$ cat src/rtl/cic_decimator.sv
// N-stage IQ CIC decimator with runtime power-of-two rate (M=1).
// Integrators run at the input rate, combs at the decimated rate, and the gain is removed by a shift.
module cic_decimator #(
  parameter int IQ_NUM     = 2,
  parameter int DATA_WIDTH = 16,
  parameter int STAGES     = 3,
  parameter int MAX_LOG2   = 6
) (
  input  logic                                clk_i,
  input  logic                                rstn_i,
  input  logic                                en_i,
  input  logic                                clr_i,
  input  logic [$clog2(MAX_LOG2+1)-1:0]       rate_log2_i,
  input  logic                                tvalid_i,
  input  logic [IQ_NUM-1:0][DATA_WIDTH-1:0]   tdata_i,
  output logic                                tvalid_o,
  output logic [IQ_NUM-1:0][DATA_WIDTH-1:0]   tdata_o
);

  localparam int ACC_WIDTH = DATA_WIDTH + STAGES * MAX_LOG2;
  localparam int LW        = $clog2(MAX_LOG2 + 1);
  localparam int CW        = MAX_LOG2 + 1;
  localparam int SW        = $clog2(STAGES * MAX_LOG2 + 1);

  logic [LW-1:0]   l_reg;
  logic [CW-1:0]   cnt_reg;
  logic [STAGES:0] vld_reg;   // [0]: decimated sample valid, [k]: comb k-1 output valid
  logic            tvalid_reg;
  logic            accept;
  logic            dec_last;
  logic [CW-1:0]   rate_m1;
  logic [SW-1:0]   shamt;

  assign accept   = en_i && tvalid_i && !clr_i;
  assign rate_m1  = (CW'(1) << l_reg) - CW'(1);
  assign dec_last = (cnt_reg == rate_m1);
  assign shamt    = SW'(l_reg) * SW'(STAGES);
  // A registered pulse frozen by en_i low must not be seen until enable returns.
  assign tvalid_o = tvalid_reg && en_i;

  always_ff @(posedge clk_i or negedge rstn_i) begin
    if (!rstn_i) begin
      l_reg      <= '0;
      cnt_reg    <= '0;
      vld_reg    <= '0;
      tvalid_reg <= 1'b0;
    end else if (en_i) begin
      if (clr_i) begin
        l_reg      <= (rate_log2_i > LW'(MAX_LOG2)) ? LW'(MAX_LOG2) : rate_log2_i;
        cnt_reg    <= '0;
        vld_reg    <= '0;
        tvalid_reg <= 1'b0;
      end else begin
        if (accept) begin
          cnt_reg <= dec_last ? '0 : cnt_reg + CW'(1);
        end
        vld_reg    <= {vld_reg[STAGES-1:0], accept && dec_last};
        tvalid_reg <= vld_reg[STAGES];
      end
    end
  end

  genvar gi;
  generate
    for (gi = 0; gi < IQ_NUM; gi++) begin : g_chan
      logic signed [ACC_WIDTH-1:0] integ_reg    [STAGES];
      logic signed [ACC_WIDTH-1:0] integ_next   [STAGES];
      logic signed [ACC_WIDTH-1:0] comb_reg     [STAGES];
      logic signed [ACC_WIDTH-1:0] comb_dly_reg [STAGES];
      logic signed [ACC_WIDTH-1:0] comb_in      [STAGES];
      logic signed [ACC_WIDTH-1:0] dec_reg;
      logic signed [ACC_WIDTH-1:0] x_ext;
      logic signed [ACC_WIDTH-1:0] shifted;
      logic        [DATA_WIDTH-1:0] out_reg;

      assign x_ext   = {{(ACC_WIDTH-DATA_WIDTH){tdata_i[gi][DATA_WIDTH-1]}}, tdata_i[gi]};
      assign shifted = comb_reg[STAGES-1] >>> shamt;
      assign tdata_o[gi] = out_reg;

      // Same-cycle cascade: each integrator adds the freshly updated value of the one before.
      always_comb begin
        integ_next[0] = integ_reg[0] + x_ext;
        for (int k = 1; k < STAGES; k++) begin
          integ_next[k] = integ_reg[k] + integ_next[k-1];
        end
        comb_in[0] = dec_reg;
        for (int k = 1; k < STAGES; k++) begin
          comb_in[k] = comb_reg[k-1];
        end
      end

      always_ff @(posedge clk_i or negedge rstn_i) begin
        if (!rstn_i) begin
          for (int k = 0; k < STAGES; k++) begin
            integ_reg[k]    <= '0;
            comb_reg[k]     <= '0;
            comb_dly_reg[k] <= '0;
          end
          dec_reg <= '0;
          out_reg <= '0;
        end else if (en_i) begin
          if (clr_i) begin
            for (int k = 0; k < STAGES; k++) begin
              integ_reg[k]    <= '0;
              comb_reg[k]     <= '0;
              comb_dly_reg[k] <= '0;
            end
            dec_reg <= '0;
          end else begin
            if (accept) begin
              for (int k = 0; k < STAGES; k++) begin
                integ_reg[k] <= integ_next[k];
              end
              if (dec_last) begin
                dec_reg <= integ_next[STAGES-1];
              end
            end
            for (int k = 0; k < STAGES; k++) begin
              if (vld_reg[k]) begin
                comb_reg[k]     <= comb_in[k] - comb_dly_reg[k];
                comb_dly_reg[k] <= comb_in[k];
              end
            end
            if (vld_reg[STAGES]) begin
              out_reg <= shifted[DATA_WIDTH-1:0];
            end
          end
        end
      end
    end
  endgenerate

endmodule

$ cat config.mk
export PLATFORM = sky130hd
export DESIGN_NAME = cic_decimator
export DESIGN_NICKNAME = d
export VERILOG_FILES = /design/src/rtl/cic_decimator.sv
export SDC_FILE = /design/constraint.sdc
export NUM_CORES = 2
export LEC_CHECK = 0
export ABC_AREA = 1
export BUFFER_PORTS_ARGS = -buffer_cell sky130_fd_sc_hd__clkbuf_2
export CAP_MARGIN = 30
export CORE_MARGIN = 3
export CORE_UTILIZATION = 60
export DETAILED_ROUTE_END_ITERATION = 10
export GPL_TIMING_DRIVEN = 0
export HOLD_SLACK_MARGIN = 0.15
export PLACE_DENSITY_LB_ADDON = 0.12
export SETUP_SLACK_MARGIN = 0.3
export SYNTH_ARGS = -nofsm -noshare
export SYNTH_HDL_FRONTEND = slang
export SYNTH_SLANG_ARGS = --single-unit
$ cat constraint.sdc
create_clock -name clk_i -period 15.4 [get_ports clk_i]
set_input_delay 0.77 -clock clk_i [delete_from_list [all_inputs] [get_ports clk_i]]
set_output_delay 0.77 -clock clk_i [all_outputs]
set_load 0.01 [all_outputs]
After elaboration in Yosys (flattened, before gate mapping)
Cells that the tools add are included.
- flip-flop bits (word level): 727
- input bits: 40
- output and inout port bits: 33
- logic and storage cells: 96
- $lt $le $gt $ge: 1
- mux-type cells: 32
- $mul: 1
- equality and inequality tests: 1
- reduce and logical (&&, ||, !) cells: 17
- bitwise operators: 1
- add/sub/neg operators: 14
- shift operators: 3
- operator list (operator ; number):
    $mux W102 ; 8
    $mux W34 ; 18
    $sub A34 B34 Y34 ; 6
    $add A34 B34 Y34 ; 4
    $add A34 B16 Y34 ; 2
    $sshr A34 B5 Y16 ; 2
    $mux W7 ; 3
    $reduce_and A2 Y1 ; 5
    $reduce_bool A2 Y1 ; 5
    $add A7 B1 Y7 const B ; 1
    $eq A7 B7 Y1 ; 1
    $shl A1 B3 Y7 const A ; 1
    $sub A7 B2 Y7 const B ; 1
    $reduce_and A3 Y1 ; 2
    $mul A3 B2 Y5 const B ; 1
    $logic_and A1 B1 Y1 ; 4
    $mux W4 ; 1
    $gt A3 B3 Y1 const B ; 1
    $mux W3 ; 1
    $logic_not A1 Y1 ; 1
    $mux W1 ; 1
    $not A1 Y1 ; 1

Logic depth before layout (Yosys ltp)
- word-level depth: 6
- depth in mapped cells: 37
- mapped depth without buffers: 37

Worst setup path after synthesis
Ideal clock, no wire load.
- path kind: input to register
- start point: input port tdata_i[16] in the netlist's numbering
- end point: register g_chan[1].integ_reg[32] in the netlist's numbering
- path slack: 9.922 ns
- data arrival time: 5.344 ns
- setup time: 0.135 ns
- required time: 15.265 ns
- stages on the path: 34
- cells stage by stage: ha_1 -> inv_1 -> fa_1 -> o21ai_1 -> a21oi_1 -> o21ai_1 -> a21oi_1 -> o21ai_1 -> nand3_1 -> nand2_1 -> xor2_1 -> ha_1 -> nand2_1 -> nor2_1 -> inv_1 -> nor2_1 -> inv_1 -> o21ai_1 -> a21oi_1 -> o21ai_0 -> nand2_1 -> and2_1 -> ha_1 -> nand2_1 -> nor2_1 -> inv_1 -> nor2_1 -> a221oi_1 -> nand2_1 -> nand2_1 -> nand2_1 -> or2_2 -> nand2_1 -> o21ai_0
- longest elaborated chain between the ends: 5
- RTL lines (element ; line ; RTL):
    from (decl) ; 15 ; input logic [IQ_NUM-1:0][DATA_WIDTH-1:0] tdata_i,
    $add A34 B16 Y34 ; 82 ; integ_next[0] = integ_reg[0] + x_ext;
    $add A34 B34 Y34 (2 in a row) ; 84 ; integ_next[k] = integ_reg[k] + integ_next[k-1];
    $mux W102 ; 110 ; if (accept) begin
    $mux W102 ; 102 ; if (clr_i) begin
    to (signal, indexed assignment) ; 112 ; integ_reg[k] <= integ_next[k];
    to (decl) ; 66 ; logic signed [ACC_WIDTH-1:0] integ_reg [STAGES];
Every way passes these cells. The select of a mux whose other input is x is not followed.
A chain may end at the register's enable or synchronous reset.

Worst setup path in the final report
- start point: register g_chan[0].integ_reg[71] in the netlist's numbering
- end point: register g_chan[0].dec_reg[33]
- longest elaborated chain between the ends: 6
- RTL lines (element ; line ; RTL):
    from (decl) ; 66 ;
    from (signal, indexed assignment) ; 112 ;
    $add A34 B16 Y34 ; 82 ;
    $add A34 B34 Y34 (2 in a row) ; 84 ;
    $mux W34 ; 114 ; if (dec_last) begin
    $mux W34 ; 110 ;
    $mux W34 ; 102 ;
    to (signal assigned) ; 115 ; dec_reg <= integ_next[STAGES-1];
    to (decl) ; 71 ; logic signed [ACC_WIDTH-1:0] dec_reg;
Every way passes these cells. The select of a mux whose other input is x is not followed.

==> results by group <==
Yosys
  • Yosys top cell by area: dfrtp_1
  • Most frequent cell after synthesis: nand2_1
  • FFs w/ async S/R, synth: 1.00
  • Mapped cell area: around 50000 µm²
  • EDFF count, synth: 0
  • Syn Nets: 7355
  • Post-Syn Instances: around 6900
  • Avg Cell Area, Syn: 7.42 µm²
  • Synth area leaders: dfrtp_1 (36%), nand2_1 (11%), ha_1 (9.9%)
  • Flops & latches, synth: just over 700
  • Ys flop type: dfrtp_1
  • Seq/Total Area, Yosys: 0.356
  • Commonest cells post-synth: nand2_1 (1510), inv_1 (924), dfrtp_1 (727)
  • Top-area cell type share of the netlist area: 0.356
  • Netlist cell types: 64
  • Ys Warns: 0

Clock tree
  • CTS root buf: clkbuf_16
  • CTS H-Tree Depth: 3
  • Clk sinks: a little over 700
  • CTS Buf Count: 83
  • CTS tree: done
  • Clock transition at path regs: 0.07 ns
  • Max Root-Sink Buffers: 3
  • Clock latency on the worst-skew pair: 0.65 ns

Setup path
  • Critical path type: reg -> reg
  • Crit-path most repeated cell: nand2_1
  • CP required: ~16 ns
  • CP peak stage delay: 0.70 ns
  • Critical path's top delay family: simple AND/OR/NAND/NOR gates
  • Worst-path fanout max: 5
  • Worst path bufs/invs: 2
  • CP Capture Type: flip-flop
  • CP max stage cell: nor4_1
  • Worst EP arrival: between 7 and 8 ns
  • Type of origin of the critical path: flip-flop

Floorplanning
  • Starting Density: 0.609
  • DIE AREA: 88800 µm²
  • Core ar.: 84100 µm²
  • Die height: around 300 µm
  • Chip width: just under 300 µm
  • Number of primary I/O pins: 73
  • Core Rows: around 110

Place
  • Gp weighted congestion: 1.01
  • Inst Count DP: 8114
  • Port bufs: 71
  • Area after DPL: 53200 µm²
  • HPWL Detailed: roughly 130 mm

Detailed routing
  • DRT iter0 DRCs: slightly below 4000
  • Drt pass-1 iters: 6
  • Avg Vias per Cell: 5.92
  • Vias: 49000
  • DRC viols: 0
  • Final WL: ~160 mm
  • Wire per inst: 19.8 µm
  • Routed Antenna Nets: 0

STA
  • Slew Limit Fails: 0
  • Clock period minus worst slack: 6.88 ns
  • Final setup fails: 0
  • Relative slew slack: 0.268
  • Final Hold Vio Count: 0
  • Period utilization: 0.447
  • RSZ-0062 raised after global routing: no
  • Fmax achieved: 145 MHz
  • Clock Skew: 0.0316 ns
  • Worst slew pin tran: 1.10 ns
  • Setup_tns: 0 ns

Final layout
  • Multi-input logic area: 28600 µm²
  • Layout cells sized above 1: 0.0439
  • Cell Count, Final, Fillers Out: 8265
  • Filler Cells Inserted: 7389
  • Layout area overhead: 9.78%
  • Reg area: 18200 µm²
  • Final core utilization: 0.668
  • Fin area: 56200 µm²
  • Final nets: 7523

GRT
  • Vias in the first global route: roughly 48000
  • Largest net degree at the start of global routing: 116
  • Global-route wire length before repair: 259 mm
  • Grt ovf: 0
  • GRT Resource Usage Total: 0.364
  • Initial antenna violation count: 0

Power and ir drop
  • Tot Pwr: 9.89 mW
  • VDD IR max: ~0.16 mV
  • PwrDens: 176 nW/µm²
  • Total leakage power: around 28 nW

Run status
  • Status: finished clean

Worst hold path
  • Min-Delay Path Class: in -> reg

Flow run
  • # Max-Cap Violations: 0
==> cell type report <==
class                           instances  share of cell area
Clock buffer                          110              0.0413
Buffer                                210              0.0153
Antenna cell                            1           0.0000445
Multi-Input combinational cell       5028               0.509
Timing Repair Buffer                   83              0.0110
Tap cell                             1134              0.0253
Clock inverter                         39              0.0114
Sequential cell                       727               0.324
Inverter                              933              0.0624
==> final timing paths <==
| kind | start | endpoint | slack (ns) | cells after the start |
|---|---|---|---|---|
| max in group asynchronous | rstn_i | g_chan[1].integ_reg[28] | 13.33 | 4 |
| max | g_chan[0].integ_reg[71] | g_chan[0].dec_reg[33] | 8.52 | 32 |
| min reg2reg | g_chan[0].integ_reg[92] | g_chan[0].integ_reg[92] | 0.49 | 2 |
| max reg2reg | g_chan[0].integ_reg[71] | g_chan[0].dec_reg[33] | 8.52 | 32 |
| min | rate_log2_i[0] | l_reg[0] | 0.43 | 3 |
| min in group asynchronous | rstn_i | g_chan[0].comb_dly_reg[17] | 0.64 | 2 |
==> metrics by stage <==
step	hold slack (ns)	setup slack (ns)
2_1_floorplan	0.448	9.92
3_3_place_gp	0.467	-3.55
3_5_place_dp	0.470	8.21
4_1_cts	0.403	8.63
5_1_grt	0.441	8.05
6_report	0.434	8.52
==> cells in the final DEF, fill, tap and decap left out, types with 49 or more instances in the layout <==
| master | synthesis | layout |
|---|---|---|
| a21o_1 | 57 | 57 |
| a21oi_1 | 595 | 595 |
| a22o_1 | 92 | 92 |
| a31oi_1 | 67 | 67 |
| clkbuf_1 | 165 | 181 |
| clkbuf_16 | 0 | 86 |
| clkbuf_2 | 0 | 70 |
| dfrtp_1 | 727 | 727 |
| ha_1 | 404 | 404 |
| inv_1 | 924 | 924 |
| mux2i_1 | 49 | 49 |
| nand2_1 | 1510 | 1510 |
| nand3_1 | 204 | 204 |
| nor2_1 | 482 | 482 |
| nor3_1 | 52 | 52 |
| o21ai_0 | 682 | 682 |
| o22ai_1 | 231 | 231 |
| xnor2_1 | 51 | 51 |
| xor2_1 | 102 | 102 |
==> kinds of logic after synthesis <==
group	count (synthesis)	synth area share
AOI/OAI and AO/OA	2029	0.231
muxes	49	0.00959
DFF	727	0.356
and+or+nand+nor	2379	0.188
buffers and inverters	1143	0.0853
adders and majority gates	417	0.104
xor gates and xnor gates	154	0.0265
==> worst reg2reg max path: cells and delay by family, from the launching register on <==
kind | cells | cell delay (ns)
and+or+nand+nor | 17 | 2.89
AOI/OAI and AO/OA | 9 | 2.09
adders and majority gates | 3 | 1.03
DFF | 1 | 0.39
xor gates and xnor gates | 1 | 0.27
buffers and inverters | 2 | 0.12
==> metal layers <==
metal  part of all wire  global-route usage
met3              0.050              0.0398
met1               0.40               0.440
met5                  0                   0
met4              0.064               0.200
met2               0.48               0.634
==> power by group <==
| group | leakage [nW] | total [mW] | internal (mW) | switching, mW |
|---|---|---|---|---|
| Combinational | 17.1 | 5.36 | 1.75 | 3.61 |
| Clock | 1.43 | 2.17 | 1.33 | 0.841 |
| Sequential | 9.90 | 2.36 | 2.16 | 0.191 |
==> what timing repair did <==
action                    4_1_cts  5_1_grt
gates resized for setup         0        0
hold endpoints to repair       48        0
buffers inserted                0        0
hold buffers                    1        0
(Power assumes the default switching activity.)
